[src/rtl/pipe_pkg.sv]
// Shared constants and types for the pipeline hazard controller.
package pipe_pkg;

    // Operand source selects for the EX-stage ALU inputs.
    localparam logic [1:0] FWD_RF  = 2'b00;
    localparam logic [1:0] FWD_MEM = 2'b01;
    localparam logic [1:0] FWD_WB  = 2'b10;

    // Multiply/divide unit occupancy.
    typedef enum logic [0:0] {
        MD_IDLE = 1'b0,
        MD_BUSY = 1'b1
    } md_state_e;

endpackage

[src/rtl/md_busy_timer.sv]
// Tracks the multi-cycle multiply/divide unit as busy for MD_LAT cycles after an accept.
module md_busy_timer
    import pipe_pkg::*;
#(
    parameter int MD_LAT = 32
) (
    input  logic clk,
    input  logic rst,
    input  logic accept,
    output logic mdBusy
);

    localparam int CW = (MD_LAT > 1) ? $clog2(MD_LAT) : 1;
    localparam logic [CW-1:0] CNT_LOAD = CW'(MD_LAT - 1);

    md_state_e     state_q, state_d;
    logic [CW-1:0] cnt_q, cnt_d;

    // Next-state: reload only from IDLE, so the down-counter can never wrap.
    always_comb begin
        state_d = state_q;
        cnt_d   = cnt_q;
        case (state_q)
            MD_IDLE: begin
                if (accept) begin
                    state_d = MD_BUSY;
                    cnt_d   = CNT_LOAD;
                end
            end
            MD_BUSY: begin
                if (cnt_q == '0) begin
                    state_d = MD_IDLE;
                end else begin
                    cnt_d = cnt_q - 1'b1;
                end
            end
            default: begin
                state_d = MD_IDLE;
                cnt_d   = '0;
            end
        endcase
    end

    // State registers; reset aborts any window in progress.
    always_ff @(posedge clk) begin
        if (rst) begin
            state_q <= MD_IDLE;
            cnt_q   <= '0;
        end else begin
            state_q <= state_d;
            cnt_q   <= cnt_d;
        end
    end

    assign mdBusy = (state_q == MD_BUSY);

endmodule

[src/rtl/hazard_ctrl.sv]
// Stall, flush and forwarding control for the five-stage pipeline, plus MD sequencing.
module hazard_ctrl
    import pipe_pkg::*;
#(
    parameter int MD_LAT = 32,
    parameter int REGW   = 5
) (
    input  logic            clk,
    input  logic            rst,
    input  logic [REGW-1:0] rs_ID,
    input  logic [REGW-1:0] rt_ID,
    input  logic            useRs_ID,
    input  logic            useRt_ID,
    input  logic            mdStart_ID,
    input  logic            hiloRd_ID,
    input  logic [REGW-1:0] wreg_EX,
    input  logic            regWr_EX,
    input  logic            memRd_EX,
    input  logic [REGW-1:0] rs_EX,
    input  logic [REGW-1:0] rt_EX,
    input  logic [REGW-1:0] wreg_MEM,
    input  logic            regWr_MEM,
    input  logic [REGW-1:0] wreg_WB,
    input  logic            regWr_WB,
    input  logic            branchTaken_EX,
    output logic            Stall_PC,
    output logic            Stall_IF,
    output logic            Flush_IF,
    output logic            Flush_ID,
    output logic [1:0]      FwdA,
    output logic [1:0]      FwdB,
    output logic            mdBusy
);

    logic load_use;
    logic md_haz;
    logic stall;
    logic accept;

    // Hazard detection; register 0 is hardwired and never creates a dependency.
    always_comb begin
        load_use = memRd_EX && regWr_EX && (wreg_EX != '0) &&
                   ((useRs_ID && (rs_ID == wreg_EX)) || (useRt_ID && (rt_ID == wreg_EX)));
        md_haz   = mdBusy && (hiloRd_ID || mdStart_ID);
        stall    = load_use || md_haz;
        accept   = mdStart_ID && !stall && !branchTaken_EX && !rst;
    end

    // Stall/flush outputs: reset, then taken branch, then stall.
    always_comb begin
        Stall_PC = 1'b0;
        Stall_IF = 1'b0;
        Flush_IF = 1'b0;
        Flush_ID = 1'b0;
        if (rst || branchTaken_EX) begin
            Flush_IF = 1'b1;
            Flush_ID = 1'b1;
        end else if (stall) begin
            Stall_PC = 1'b1;
            Stall_IF = 1'b1;
            Flush_ID = 1'b1;
        end
    end

    // Forwarding select; the younger MEM result wins over WB.
    always_comb begin
        FwdA = FWD_RF;
        FwdB = FWD_RF;
        if (!rst) begin
            if (regWr_MEM && (wreg_MEM != '0) && (wreg_MEM == rs_EX)) begin
                FwdA = FWD_MEM;
            end else if (regWr_WB && (wreg_WB != '0) && (wreg_WB == rs_EX)) begin
                FwdA = FWD_WB;
            end
            if (regWr_MEM && (wreg_MEM != '0) && (wreg_MEM == rt_EX)) begin
                FwdB = FWD_MEM;
            end else if (regWr_WB && (wreg_WB != '0) && (wreg_WB == rt_EX)) begin
                FwdB = FWD_WB;
            end
        end
    end

    md_busy_timer #(
        .MD_LAT(MD_LAT)
    ) u_md_busy_timer (
        .clk   (clk),
        .rst   (rst),
        .accept(accept),
        .mdBusy(mdBusy)
    );

endmodule

[config.mk]
export PLATFORM = sky130hd
export DESIGN_NAME = hazard_ctrl
export DESIGN_NICKNAME = d
export VERILOG_FILES = /design/src/rtl/pipe_pkg.sv /design/src/rtl/md_busy_timer.sv /design/src/rtl/hazard_ctrl.sv
export SDC_FILE = /design/constraint.sdc
export NUM_CORES = 1
export LEC_CHECK = 0
export BUFFER_PORTS_ARGS = -buffer_cell sky130_fd_sc_hd__buf_2
export CAP_MARGIN = 10
export CORE_MARGIN = 10
export CORE_UTILIZATION = 37
export CTS_CLUSTER_SIZE = 10
export DETAILED_ROUTE_END_ITERATION = 8
export PLACE_DENSITY = 0.73
export RECOVER_POWER = 25
export SYNTH_ARGS = -nofsm -noshare
export SYNTH_HDL_FRONTEND = slang
export SYNTH_SLANG_ARGS = --single-unit
[constraint.sdc]
create_clock -name clk -period 1.65 [get_ports clk]
set_input_delay 0.2475 -clock clk [delete_from_list [all_inputs] [get_ports clk]]
set_output_delay 0.2475 -clock clk [all_outputs]
set_load 0.05 [all_outputs]
==> impl_metrics.tcl, run 1 <==
set metrics [dict create \
    outcome "finished, violations left" \
    violations "negative setup slack" \
    yosys.area_share.adder_pct 3.195 \
    area_growth_pct 92.01 \
    max_slew_margin_pct 55.82 \
    cp_slowest_cell "or4_4" \
    slew_viol_final 0 \
    fin_skew_ns 0.0002786 \
    dieHeight_um 66.01 \
    htreeDepth 1 \
    cp_cell_sequence "buf_2 > xor2_1 > or4_4 > nor4_4 > buf_6" \
    cp_max_fo 2 \
    ys_ff_latch 6 \
    setup_tns_ns -0.4919 \
    grt_use_met3_pct 5.085 \
    core_um2 1982 \
    path_buf_inv 2 \
    maxCapViolations 0 \
    route.detailed.drc 0 \
    clock_path_buffers 2 \
    drt_pass1_iterations 4 \
    wl_per_cell_um 16.85 \
    start_util_pct 39.52 \
    final_cell_area_um2 1504 \
    hold_path_depth 4 \
    postSynthAreaPerCell_um2 8.075 \
    worstPathArrival_ns 1.57 \
    r2r_setup_slack_ns 0.05 \
    met2_usage_pct 25.97 \
    use_met1_pct 12.77 \
    p_per_area_nw_per_um2 448.6 \
    antenna_found_initial 0 \
    std_cell_rows 16 \
    cpPeakStageDelay_ns 0.53 \
    drtIter0Drc 70 \
    synth_area_um2 783.3 \
    vias_per_cell 5.338 \
    grt_pass1_wl_um 4864 \
    grt_use_total_pct 13.86 \
    setup_viol_count_final 6 \
    cts_hold_buf 0 \
    io_pins 55 \
    netlist_instances 97 \
    cts-buffers-inserted 3 \
    ir_drop_uv 295.7 \
    endpoint_kind "output pin" \
    place.gp.congestion 0.7786 \
    synthMuxAreaShare_pct 1.438 \
    drtAntennaViolNets 0 \
    cp_num_cells 5 \
    cp.required_ns 1.40 \
    grt_pass1_vias 1128 \
    synth_simple_gate_area_share_pct 22.84 \
    worst_pin_slew_ns 0.6558 \
    io_buffers 54 \
    clkTransAtPathRegs_ns 0.05 \
    numClockSinks 6 \
    synth_xor_area_share_pct 34.66 \
    critPathLaunchType "input port" \
    finalPower_uw 674.7 \
    wirelength_um 3387 \
    diodes 0 \
    synth_compound_area_share_pct 19.01 \
    final_hold_viol_count 0 \
    post_dp_cell_area_um2 1237 \
    nets 224 \
    overflow 0 \
    dpl.hpwl_um 2561 \
    layout_commonest_cell "buf_2" \
    mostFrequentLayoutCells "42 x buf_2, 21 x buf_4, 19 x xnor2_1" \
    ys_types 32 \
    hold_class "in2reg" \
    period_share_pct 110.0 \
    clock_latency_ns 0.25 \
    finalWorstSetupSlack_ns -0.1657 \
    p_leak_nw 0.6481 \
    grt_busiest_layer "met2" \
    die_w_um 66.01 \
    vias 1073 \
    reg2regPathDepth 7 \
    worstSetupPathType "in2out" \
    synth_warnings 0 \
    syn_nets 145 \
    max_freq_mhz 550.7 \
    synth_top_family_by_area "XOR/XNOR gates" \
    grt_max_degree 10 \
    drive_gt1_share_pct 59.77 \
    cts_tree "built" \
    seq_area_frac_synth_pct 15.34 \
    cts_root_buf "clkbuf_4" \
    fin_crit_ns 1.816 \
    rsz0062_at_grt "true" \
    nFillCells 139 \
    holdWs_ns 0.4839 \
    path_delay_family "simple AND/OR/NAND/NOR gates" \
    dieArea_um2 4357 \
]
## worst min-delay path, cell delays in order
cell,delay [ns]
buf_2,0.11
buf_4,0.18
a21oi_1,0.06
o31a_1,0.09
## metrics by stage
| stage | instances | setup WS [ns] | util (%) |
|---|---|---|---|
| 2_1_floorplan | 97 | -0.5531 | - |
| 3_3_place_gp | 192 | -0.2151 | 62.44 |
| 3_5_place_dp | 192 | -0.2429 | 62.44 |
| 4_1_cts | 197 | -0.1647 | 66.86 |
| 5_1_grt | 201 | -0.2236 | 75.88 |
| 6_report | 201 | -0.1657 | 75.88 |
## layer usage
metal | share of wire, % | wire [um] | vias up
met2 | 51 | 1741 | 65
met5 | 0 | 0 | -
li1 | - | - | 505
met3 | 9.4 | 317 | 10
met4 | 3.1 | 106 | 0
met1 | 36 | 1223 | 493
## sequential cells by signal, indices dropped and copies added, names as in the netlist
register,cells
u_md_busy_timer.mdBusy,1
u_md_busy_timer.cnt_q,5
## report_power, final
| part | internal [mW] | switching (mW) |
|---|---|---|
| clock | 0.0831 | 0.0643 |
| sequential | 0.157 | 0.0140 |
| combinational | 0.183 | 0.174 |
| total | 0.423 | 0.252 |
## timing repair
action                                  in CTS  in global routing
resized for setup                           15                 29
endpoints found under the setup margin       5                  8
buffers inserted                             2                  4
pin swaps                                    4                  6
## Yosys cell counts
| cell type | instances | area share, % |
|---|---|---|
| xnor2_1 | 21 | 23 |
| xor2_1 | 10 | 11 |
| a21oi_1 | 6 | 3.8 |
| dfxtp_1 | 6 | 15 |
| nand2_1 | 5 | 2.4 |
| inv_1 | 4 | 1.9 |
| o21ai_0 | 4 | 2.6 |
| o31a_1 | 4 | 4.5 |
| or4_1 | 4 | 3.8 |
| nand3_1 | 3 | 1.9 |
| a31oi_1 | 2 | 1.6 |
| ha_1 | 2 | 3.2 |
| nand4_1 | 2 | 1.6 |
| nor2_1 | 2 | 0.96 |
| nor3_1 | 2 | 1.3 |
| nor4_1 | 2 | 1.6 |
| nor4_2 | 2 | 3.2 |
| or3_1 | 2 | 1.6 |
| a21boi_2 | 1 | 1.4 |
| and3_1 | 1 | 0.80 |
| buf_2 | 1 | 0.64 |
| buf_4 | 1 | 0.96 |
| mux2_2 | 1 | 1.4 |
| nor2_2 | 1 | 0.80 |
| nor2b_1 | 1 | 0.80 |
| nor3b_1 | 1 | 0.96 |
| nor4b_1 | 1 | 1.1 |
| o21ai_1 | 1 | 0.64 |
| o21ai_2 | 1 | 1.1 |
| o21ba_2 | 1 | 1.3 |
| o22ai_1 | 1 | 0.80 |
| o311a_1 | 1 | 1.3 |
## cell type report
| cell class | count | area [um^2] | share of cell area [%] |
|---|---|---|---|
| Clock buffer | 3 | 22.52 | 1.498 |
| Sequential cell | 6 | 121.4 | 8.070 |
| Inverter | 4 | 15.01 | 0.9983 |
| Tap cell | 27 | 33.78 | 2.246 |
| Timing Repair Buffer | 76 | 518.0 | 34.44 |
| Multi-Input combinational cell | 85 | 793.3 | 52.75 |
## kinds of logic (layout without fill, tap and decap cells)
family,after synthesis,in the layout
DFF,6,6
buffers and inverters,6,83
AOI/OAI and AO/OA,22,22
adders and majority gates,2,2
xor gates and xnor gates,31,31
and+or+nand+nor,29,29
muxes,1,1
## path summary, 6_finish.rpt
kind,from,endpoint
worst max-delay path,rt_EX[3],FwdB[1]
worst min-delay path,rst,u_md_busy_timer.cnt_q[1]
worst max register to register,u_md_busy_timer.cnt_q[0],u_md_busy_timer.cnt_q[4]
worst min register to register,u_md_busy_timer.cnt_q[1],u_md_busy_timer.cnt_q[1]
Note: power is estimated with default switching activity, not from simulation.
==> inputs of run 2 (changes only) <==
- CORE_UTILIZATION: 37 -> 40
- PLACE_DENSITY: 0.73 -> 0.75
- clock period: 1.65 -> 1.8 ns (I/O delays scaled with it)
==> impl_metrics.tcl, run 2 (same netlist as run 1, synthesis figures left out) <==
set metrics [dict create \
    outcome "finished, violations left" \
    violations "negative setup slack" \
    maxCapViolations 0 \
    period_share_pct 102.4 \
    critPathLaunchType "input port" \
    drive_gt1_share_pct 50.89 \
    dieHeight_um 64.25 \
    clock_latency_ns 0.24 \
    grt_pass1_vias 1089 \
    cp_slowest_cell "or4_4" \
    wirelength_um 2711 \
    max_freq_mhz 542.6 \
    drt_pass1_iterations 4 \
    cpPeakStageDelay_ns 0.54 \
    finalPower_uw 557.5 \
    rsz0062_at_grt "true" \
    clkTransAtPathRegs_ns 0.04 \
    cp_max_fo 2 \
    dp.cells 190 \
    worstSetupPathType "in2out" \
    htreeDepth 1 \
    grt_use_total_pct 12.44 \
    regMostFlops "u_md_busy_timer.cnt_q" \
    die_w_um 64.25 \
    fin_crit_ns 1.843 \
    cp.required_ns 1.53 \
    grt_max_degree 10 \
    cts_tree "built" \
    multi_input_area_um2 688.2 \
    setup_viol_count_final 2 \
    cp_cell_sequence "buf_2 > xor2_1 > or4_4 > nor4_4 > buf_6" \
    worstPathArrival_ns 1.57 \
    vias_per_cell 5.031 \
    io_pins 55 \
    antenna_found_initial 0 \
    dieArea_um2 4128 \
    dpl.hpwl_um 2366 \
    cts_hold_buf 0 \
    switching_share_pct 35.14 \
    drtIter0Drc 47 \
    largest_reg_flops 5 \
    cts-buffers-inserted 3 \
    clock_path_buffers 2 \
    fin_skew_ns 0.001404 \
    nFillCells 158 \
    area_growth_pct 65.65 \
    seqPwrFrac_pct 27.8 \
    diodes 0 \
    setup_tns_ns -0.06902 \
    slew_viol_final 0 \
    core_um2 1783 \
    io_buffers 54 \
    vias 976 \
    path_buf_inv 2 \
    mostFrequentLayoutCells "45 x buf_2, 22 x buf_4, 21 x xnor2_1" \
    std_cell_rows 15 \
    ir_drop_uv 232.1 \
    route.detailed.drc 0 \
    cts_root_buf "clkbuf_4" \
    numClockSinks 6 \
    worst_pin_slew_ns 0.6121 \
    instances_no_fill 194 \
    drtAntennaViolNets 0 \
    nets 219 \
    switching_power_uw 195.9 \
    path_delay_family "simple AND/OR/NAND/NOR gates" \
    start_util_pct 43.93 \
    p_leak_nw 0.5632 \
    grt_pass1_wl_um 4388 \
    place.gp.congestion 0.7506 \
    hold_class "in2reg" \
    endpoint_kind "output pin" \
    layout_commonest_cell "buf_2" \
    finalWorstSetupSlack_ns -0.04314 \
    max_slew_margin_pct 59.37 \
    p_per_area_nw_per_um2 429.7 \
    wl_per_cell_um 13.97 \
    p_int_uw 361.6 \
    final_hold_viol_count 0 \
    regArea_um2 120.1 \
    pwr-share-clk_pct 22.4 \
    p_comb_share_pct 49.8 \
    overflow 0 \
]
==> run 2: path summary, 6_finish.rpt <==
kind / from / cells past startpoint / slack [ns] / to
worst min register to register: u_md_busy_timer.cnt_q[1] / 1 / 0.50 / u_md_busy_timer.cnt_q[1]
worst min-delay path: rst / 4 / 0.46 / u_md_busy_timer.cnt_q[0]
worst max register to register: u_md_busy_timer.cnt_q[0] / 7 / 0.11 / u_md_busy_timer.cnt_q[2]
worst max-delay path: rs_EX[2] / 5 / -0.04 / FwdA[1]
==> run 2: power groups by stage <==
| stage | Clock [mW] | Combinational, mW | Sequential (mW) |
|---|---|---|---|
| after global routing | 0.135 | 0.308 | 0.157 |
| after floorplan | 0 | 0.148 | 0.158 |
| after CTS | 0.126 | 0.271 | 0.155 |
| after global placement | 0 | 0.261 | 0.156 |
| final | 0.125 | 0.278 | 0.155 |
| after detailed placement | 0 | 0.269 | 0.157 |
==> run 2: per-stage QoR <==
| step | area, um^2 | utilization, % | setup slack [ns] | hold slack [ns] |
|---|---|---|---|---|
| floorplan | 822.0 | - | -0.4481 | 0.4660 |
| global placement | 1221 | 68.49 | -0.1015 | 0.4899 |
| detailed placement | 1221 | 68.49 | -0.1325 | 0.4959 |
| CTS | 1259 | 70.60 | -0.04565 | 0.4523 |
| global route | 1297 | 72.77 | -0.06481 | 0.4795 |
| finish | 1297 | 72.77 | -0.04314 | 0.4618 |
==> run 2: tightest hold or removal path, stage by stage <==
cell and delay, ns:
buf_2 0.09, buf_4 0.16, a21oi_1 0.05, o31a_1 0.09
==> run 2: routing by layer <==
layer | track usage, % | up-vias | part of all wire, %
li1 | - | 497 | -
met5 | 0 | - | 0
met2 | 23.77 | 37 | 54
met1 | 11.65 | 439 | 36
met3 | 5.052 | 3 | 8.7
met4 | 4.011 | 0 | 0.63
==> run 2: layout make-up <==
type                    count  share of cell area (%)
clock buffers               3                   1.736
multi-input cells          85                   53.04
well taps                  25                   2.411
inverters                   4                   1.157
flip-flops and latches      6                   9.257
repair buffers             71                   32.40
==> run 2: what timing repair did <==
item,CTS,global route
setup endpoints to repair,2,7
setup buffers,0,1
pin swaps,1,3
resized for setup,5,13
